## config.mk

```make
export PLATFORM = sky130hd
export DESIGN_NAME = spi_ram_flat
export DESIGN_NICKNAME = d
export VERILOG_FILES = /design/src/rtl/spi_pkg.sv /design/src/rtl/spi_ram_if.sv /design/src/rtl/spi_ram_array.sv /design/src/rtl/spi_ram.sv /design/src/flat_wrapper.sv
export SDC_FILE = /design/constraint.sdc
export NUM_CORES = 2
export LEC_CHECK = 0
export ABC_AREA = 1
export CORE_MARGIN = 2
export CORE_UTILIZATION = 41
export DETAILED_ROUTE_END_ITERATION = 12
export SYNTH_ARGS = -nofsm -noshare
export SYNTH_HDL_FRONTEND = slang
export SYNTH_SLANG_ARGS = --single-unit
```

## constraint.sdc

```tcl
create_clock -name clk -period 1.7 [get_ports clk]
set_input_delay 0.34 -clock clk [delete_from_list [all_inputs] [get_ports clk]]
set_output_delay 0.34 -clock clk [all_outputs]
set_load 0.01 [all_outputs]
```

## src/rtl/spi_pkg.sv

```systemverilog
// spi_pkg
// Purpose : Definitions shared by the SPI slave front end and spi_ram.
//           Holds the 2-bit command encoding carried in din[9:8] and the
//           widths of the command word fields.
// Ports   : none (package)
package spi_pkg;

  localparam int CMD_W     = 2;
  localparam int PAYLOAD_W = 8;
  localparam int DIN_W     = CMD_W + PAYLOAD_W;

  typedef enum logic [CMD_W-1:0] {
    WR_ADDR = 2'b00,
    WR_DATA = 2'b01,
    RD_ADDR = 2'b10,
    RD_DATA = 2'b11
  } cmd_e;

endpackage : spi_pkg

```

## src/rtl/spi_ram_if.sv

```systemverilog
// spi_ram_if
// Purpose : Bundles the command/response signals exchanged between the SPI
//           slave and spi_ram.
// Signals : din      - command word, din[9:8] command, din[7:0] payload
//           rx_valid - din qualifier, one command per high cycle
//           dout     - read data returned to the SPI slave
//           tx_valid - dout qualifier
// Modports: master - SPI slave side (drives commands, receives read data)
//           slave  - spi_ram side (receives commands, drives read data)
interface spi_ram_if;
  import spi_pkg::*;

  logic [DIN_W-1:0]     din;
  logic                 rx_valid;
  logic [PAYLOAD_W-1:0] dout;
  logic                 tx_valid;

  modport master (output din, output rx_valid, input dout, input tx_valid);
  modport slave  (input din, input rx_valid, output dout, output tx_valid);

endinterface : spi_ram_if

```

## src/rtl/spi_ram_array.sv

```systemverilog
// spi_ram_array
// Purpose : Storage for spi_ram. One synchronous write port and one
//           registered read port. Deliberately has no reset so that memory
//           contents survive a reset of the control logic.
// Ports   : clk   - clock
//           we    - write enable, waddr/wdata captured on rising edge
//           waddr - write address
//           wdata - write data
//           re    - read enable, rdata reloads from mem[raddr] on rising edge
//           raddr - read address
//           rdata - registered read data, holds while re is low
module spi_ram_array #(
  parameter int MEM_DEPTH = 256,
  parameter int ADDR_SIZE = 8,
  parameter int DATA_W    = 8
) (
  input  logic                 clk,
  input  logic                 we,
  input  logic [ADDR_SIZE-1:0] waddr,
  input  logic [DATA_W-1:0]    wdata,
  input  logic                 re,
  input  logic [ADDR_SIZE-1:0] raddr,
  output logic [DATA_W-1:0]    rdata
);

  logic [DATA_W-1:0] mem [MEM_DEPTH];
  logic [DATA_W-1:0] rdata_d;
  logic [DATA_W-1:0] rdata_q;

  // Read data only moves on an explicit read, so a later write to the same
  // address cannot disturb a value that is already being presented.
  always_comb begin
    rdata_d = rdata_q;
    if (re) begin
      rdata_d = mem[raddr];
    end
  end

  always_ff @(posedge clk) begin
    if (we) begin
      mem[waddr] <= wdata;
    end
    rdata_q <= rdata_d;
  end

  assign rdata = rdata_q;

endmodule : spi_ram_array

```

## src/rtl/spi_ram.sv

```systemverilog
// spi_ram
// Purpose : Command-driven RAM behind an SPI slave. Decodes 10-bit command
//           words (write address, write data, read address, read data),
//           keeps independent write/read address registers and presents read
//           data with a valid flag that holds until the next command.
// Ports   : clk   - clock, all state changes on rising edge
//           rst_n - asynchronous active-low reset of control state
//                   (memory contents are kept)
//           bus   - spi_ram_if.slave: din, rx_valid in; dout, tx_valid out
module spi_ram
  import spi_pkg::*;
#(
  parameter int MEM_DEPTH = 256,
  parameter int ADDR_SIZE = 8
) (
  input  logic      clk,
  input  logic      rst_n,
  spi_ram_if.slave  bus
);

  cmd_e                 cmd;
  logic [PAYLOAD_W-1:0] payload;

  logic [ADDR_SIZE-1:0] waddr_d, waddr_q;
  logic [ADDR_SIZE-1:0] raddr_d, raddr_q;
  logic                 tx_valid_d, tx_valid_q;
  logic                 loaded_d, loaded_q;
  logic                 we, re;
  logic [PAYLOAD_W-1:0] rdata;

  assign cmd     = cmd_e'(bus.din[DIN_W-1:PAYLOAD_W]);
  assign payload = bus.din[PAYLOAD_W-1:0];

  // Any accepted command clears tx_valid; only RD_DATA sets it again.
  always_comb begin
    waddr_d    = waddr_q;
    raddr_d    = raddr_q;
    tx_valid_d = tx_valid_q;
    loaded_d   = loaded_q;
    we         = 1'b0;
    re         = 1'b0;
    if (bus.rx_valid) begin
      tx_valid_d = 1'b0;
      case (cmd)
        WR_ADDR: waddr_d = payload[ADDR_SIZE-1:0];
        WR_DATA: we      = 1'b1;
        RD_ADDR: raddr_d = payload[ADDR_SIZE-1:0];
        RD_DATA: begin
          re         = 1'b1;
          tx_valid_d = 1'b1;
          loaded_d   = 1'b1;
        end
        default: ;
      endcase
    end
  end

  always_ff @(posedge clk or negedge rst_n) begin
    if (!rst_n) begin
      waddr_q    <= '0;
      raddr_q    <= '0;
      tx_valid_q <= 1'b0;
      loaded_q   <= 1'b0;
    end else begin
      waddr_q    <= waddr_d;
      raddr_q    <= raddr_d;
      tx_valid_q <= tx_valid_d;
      loaded_q   <= loaded_d;
    end
  end

  // The array has no reset, so a command seen while rst_n is low must be
  // blocked here or it would still write memory on that edge.
  spi_ram_array #(
    .MEM_DEPTH (MEM_DEPTH),
    .ADDR_SIZE (ADDR_SIZE),
    .DATA_W    (PAYLOAD_W)
  ) u_array (
    .clk   (clk),
    .we    (we & rst_n),
    .waddr (waddr_q),
    .wdata (payload),
    .re    (re & rst_n),
    .raddr (raddr_q),
    .rdata (rdata)
  );

  // The array's read register cannot be reset, so dout is forced to zero
  // until the first read after reset has reloaded it.
  assign bus.dout     = loaded_q ? rdata : '0;
  assign bus.tx_valid = tx_valid_q;

endmodule : spi_ram
```

## src/flat_wrapper.sv

```systemverilog
// flat-port wrapper written by rule: the top's interface ports become plain ports
module spi_ram_flat import spi_pkg::*;
#(
  parameter int MEM_DEPTH = 256,
  parameter int ADDR_SIZE = 8
)
  (clk, rst_n, bus_din, bus_rx_valid, bus_dout, bus_tx_valid);
  spi_ram_if bus_i ();
  input  logic clk;
  input  logic rst_n;
  input wire logic [$bits(bus_i.din)-1:0] bus_din;
  input wire logic [$bits(bus_i.rx_valid)-1:0] bus_rx_valid;
  output wire logic [$bits(bus_i.dout)-1:0] bus_dout;
  output wire logic [$bits(bus_i.tx_valid)-1:0] bus_tx_valid;
  assign bus_i.din = bus_din;
  assign bus_i.rx_valid = bus_rx_valid;
  assign bus_dout = bus_i.dout;
  assign bus_tx_valid = bus_i.tx_valid;
  spi_ram #(.MEM_DEPTH(MEM_DEPTH), .ADDR_SIZE(ADDR_SIZE)) u_core (.clk(clk), .rst_n(rst_n), .bus(bus_i));
endmodule
```

## Word level (Yosys, flattened, before mapping)

Memories as Yosys holds them, arrays and structs flattened. A register that Yosys moved wholly into a read port is not among the register bits.
Index checks and enable logic that the tools add are counted.

| cells by class | value |
|---|---|
| equal/unequal tests | 3 |
| multiplexer cells | 7 |
| bitwise operators | 2 |
| reduce and logical (&&, ||, !) cells | 4 |

Operators with widths:

| cell | number |
|---|---|
| 8-bit 2-to-1 mux | 1 |
| 1-bit 2-to-1 mux | 6 |
| 2-bit AND reduction | 3 |
| 2-bit equality test (second input constant) | 2 |
| 1-bit AND | 2 |
| 2-bit by 1-bit equality test with 1-bit output (second input constant) | 1 |
| 2-bit zero test | 1 |

| storage, ports and cells | value |
|---|---|
| bits in registers | 18 |
| RAM bits | 2048 |
| input port bits | 13 |
| memories | 1 |

Memory list:

| name | depth | width | read ports | clocked after Yosys merged registers in | write ports | line | text |
|---|---|---|---|---|---|---|---|
| u_core.u_array.mem | 256 | 8 | 1 | 1 | 1 | spi_ram_array.sv:26 | `logic [DATA_W-1:0] mem [MEM_DEPTH];` |

## Depth between registers and ports, before layout

| depth | value |
|---|---|
| depth after elaboration | 6 |
| depth in mapped cells | 15 |
| gate-level depth less buffers | 11 |

## By module

A second synthesis with hierarchy kept.

| unflattened totals | value |
|---|---|
| cells, all modules | 7103 |
| area, all modules | 84294.6 um2 |

By module, submodules not included:

| module | times used | cells an instance | area an instance (um2) |
|---|---|---|---|
| spi_ram_array | 1 | 7003 | 83476.3 |
| spi_ram | 1 | 100 | 818.3 |

## Worst setup path before layout

Ideal clock, no wire load.

| timing | value |
|---|---|
| kind | in2reg |
| start | in bus_rx_valid |
| end | mem u_core.u_array.mem[185][0] (enable) |
| library setup time | 370 ps |
| arrival | 1708 ps |
| path slack | -378 ps |
| cell stages on the path | 6 |
| buffers on the path | 2 |
| path through | inv_1 > nor4_4 > buf_2 > nand2_1 > buf_2 > nor2_1 |

| between the ends | value |
|---|---|
| word-level cells in the longest chain between the ends | 4 |

RTL lines:

| what | line | text |
|---|---|---|
| start: declaration | flat_wrapper.sv:12 | `input wire logic [$bits(bus_i.rx_valid)-1:0] bus_rx_valid;` |
| 1-bit 2-to-1 mux | spi_ram.sv:42 | `if (bus.rx_valid) begin` |
| 1-bit AND | spi_ram.sv:80 | `.we (we & rst_n),` |
| 1-bit 2-to-1 mux | spi_ram_array.sv:40 | `if (we) begin` |
| 1-bit 2-to-1 mux (not written as such) | spi_ram_array.sv:41 | `mem[waddr] <= wdata;` |
| end: declaration | spi_ram_array.sv:26 |  |

Every way passes these cells.

==> results.tsv <==
stage	metric	value	unit
critical_path	crit end category	register	
detailed_routing	DR vias	59000	
clock_network	clock buffer count from CTS	210	
cells_and_area	Area growth syn-to-layout	27.5	%
min_path	worst hold path type	input pin to register	
detailed_routing	post-DR vias/cell	5.58	
grt	GR Util All Layers	24.0	%
yosys	Cell variety after synth	16	
power	Power Internal	0.0896	W
timing	Hold Worst Slack	268	ps
power	Combinational Power Share	19.5	%
timing	RSZ-0062 raised after global routing	yes	
timing	clock skew	59.8	ps
critical_path	Critical Path Source	u_core.raddr_q[0]	
detailed_routing	Post-DRT Antenna Nets	0	
power	Net Switching	0.0358	W
power	Sequential Power Share	45.0	%
critical_path	Required @ worst endpoint	2290	ps
critical_path	reg-to-reg critical path startpoint	u_core.raddr_q[0]	
placement	GPL Wtd Cong	0.908	
floorplan	initial core utilization	41.2	%
detailed_routing	drc violations	0	
power	Power per Cell Area	1170	mW/mm2
critical_path	Crit path arrival time	3150	ps
timing	period utilization	151	%
cells_and_area	Final #Nets	7723	
clock_network	CTS sink count	2074	
power	leakage power	38.4	nW
yosys	Mapped Avg Cell Area	11.9	um2
yosys	Post-Synthesis Cells	7092	
floorplan	die area	0.209	mm2
grt	Remaining Overflow, GRT	0	
clock_network	Max H-tree Level	4	
grt	first-pass GRT wire length	376000	um
clock_network	Clock Root Buffer	clkbuf_16	
floorplan	die width	457	um
cells_and_area	share of layout cells above drive strength 1	23.1	%
timing	Slew HR	29.3	%
placement	Setup Slack @ Placement	-1260	ps
grt	initial antenna violation count	4	
timing	minimum clock period	2560	ps
yosys	Ys Warns	0	
floorplan	Die Y	457	um
floorplan	io pins	22	
run_status	failing checks	setup timing	
yosys	Synth Net Count	7105	
clock_network	Max Root-Sink Buffers	3	
floorplan	core region area	0.204	mm2
power	switching share of power	28.6	%
power	VDD IR max	1.15	mV
placement	DP HPWL	157000	um
yosys	Seq/Total Area, Yosys	73.9	%
placement	number of port buffers	21	
floorplan	Core Rows	166	
yosys	Yosys reg bits	2074	
detailed_routing	Final Routed Wirelength	258000	um
critical_path	Startpoint Class	register	
job	maxcap violations	0	
detailed_routing	first-pass iteration count of the detailed router	6	
clock_network	Clk pin slew, worst setup/hold paths	60	ps
timing	final setup violation count	1805	
timing	FMAX	391	MHz
critical_path	Crit Path Max Fanout	9	
grt	vias in the first global route	57100	
clock_network	TritonCTS clock tree	yes	
min_path	hold path start	bus_rx_valid	
run_status	outcome	finished with violations	
timing	Final Max Slew Viols	0	
yosys	synthesized area	0.0842	mm2
detailed_routing	DR WL/cell	24.4	um
critical_path	Setup CP Type	register to register	
timing	final worst slack	-859	ps
timing	Worst-Margin Slew	1060	ps
power	Clk pwr share	35.5	%
timing	Final Hold Viols	0	
clock_network	worst skew pair latency	860	ps
detailed_routing	Initial DRC Count	7799	
grt	largest net degree at the start of global routing	61	
logic make-up after synthesis:
logic type | share of synthesized area, %
flops | 73.9
buf+inv | 3.10
compound gates | 0.0952
simple gates | 22.9
Yosys cell counts (all sizes together):
cell / count / area (um2)
inv: 58 / 220
clkbuf: 101 / 379
edfxtp: 2056 / 61700
o21ai: 16 / 80.1
nand2: 2153 / 8080
nor2: 286 / 1070
clkinv: 1 / 3.75
nand3: 2019 / 10100
nor4: 1 / 21.3
dfrtp: 18 / 450
buf: 383 / 2010
registers in the layout, summed over array words and instances (netlist names):
register / flops
u_core.u_array.mem: 2048
u_core.bus.tx_valid: 1
u_core.u_array.rdata: 8
u_core.waddr_q: 8
u_core.loaded_q: 1
u_core.raddr_q: 8
power groups by stage:
| stage | combinational [W] | sequential, W | clock [W] |
|---|---|---|---|
| 3_5_place_dp | 0.0198 | 0.0575 | 0 |
| 5_1_grt | 0.0260 | 0.0565 | 0.0469 |
| 4_1_cts | 0.0228 | 0.0565 | 0.0450 |
| 2_1_floorplan | 0.0106 | 0.0574 | 0 |
| 6_report | 0.0244 | 0.0565 | 0.0445 |
| 3_3_place_gp | 0.0197 | 0.0575 | 0 |
repair_timing:
item                       in CTS  in global routing
cloned                         27                 13
setup endpoints to repair    1558               2055
gates resized for setup       707                278
buffers inserted               46                  5
pin swaps                     128                108
hold endpoints to repair      193                  0
hold buffers                    9                  0
stage by stage:
stage | util, % | std cells | power [W] | area (um2) | TNS [ps]
after floorplan | - | 7092 | 0.0680 | 84600 | -328210
after global placement | 46.4 | 10100 | 0.0773 | 94900 | -1592590
after detailed placement | 46.4 | 10100 | 0.0774 | 94900 | -1625960
after CTS | 51.7 | 10600 | 0.124 | 106000 | -41120
after global routing | 52.5 | 10600 | 0.129 | 107000 | -203010
final | 52.5 | 10600 | 0.125 | 107000 | -115930
cell type report:
type | count | area, um2
fill | 16900 | 97100
sequential | 2074 | 62200
multi-input combinational | 4475 | 23200
timing repair buffer | 886 | 11600
clock buffer | 250 | 5410
tap | 2688 | 3360
clock inverter | 136 | 1170
inverter | 59 | 314
timing repair inverter | 4 | 71.3
antenna | 4 | 10.0
layer usage:
metal | track usage [%] | wire length [um]
met1 | 33.5 | 105000
met4 | 8.53 | 8560
met3 | 4.33 | 23100
met2 | 37.8 | 121000
met5 | 0 | 13
final timing paths:
check / end / slack [ps] / cells past startpoint
min: u_core.bus.tx_valid / 270 / 5
max in group asynchronous: u_core.raddr_q[1] / 1020 / 3
min in group asynchronous: u_core.raddr_q[0] / 420 / 3
max reg2reg: u_core.u_array.rdata[1] / -860 / 15
min reg2reg: u_core.bus.tx_valid / 510 / 2
max: u_core.u_array.rdata[1] / -860 / 15
cell usage in the layout, fill, tap and decap left out, drive strengths merged, types with 12 or more instances in the layout:
master,Yosys,layout
nand2,2153,2153
edfxtp,2056,2056
nand3,2019,2019
buf,383,854
nor2,286,286
clkbuf,101,262
clkinv,1,113
inv,58,64
dfrtp,18,18
o21ai,16,16
bufinv,0,12
critical path: stages, from the launching register on:
cell and delay, ps:
dfrtp_4 520, buf_12 170, buf_16 180, buf_16 170
buf_12 150, buf_12 140, nand2_1 50, nand3_1 100
nand3_1 120, nand3_1 100, nand3_2 100, nand3_2 90
nand3_4 120, nand2_4 80, nand2_4 80, nand2_1 70
Note: power is estimated with default switching activity, not from simulation.
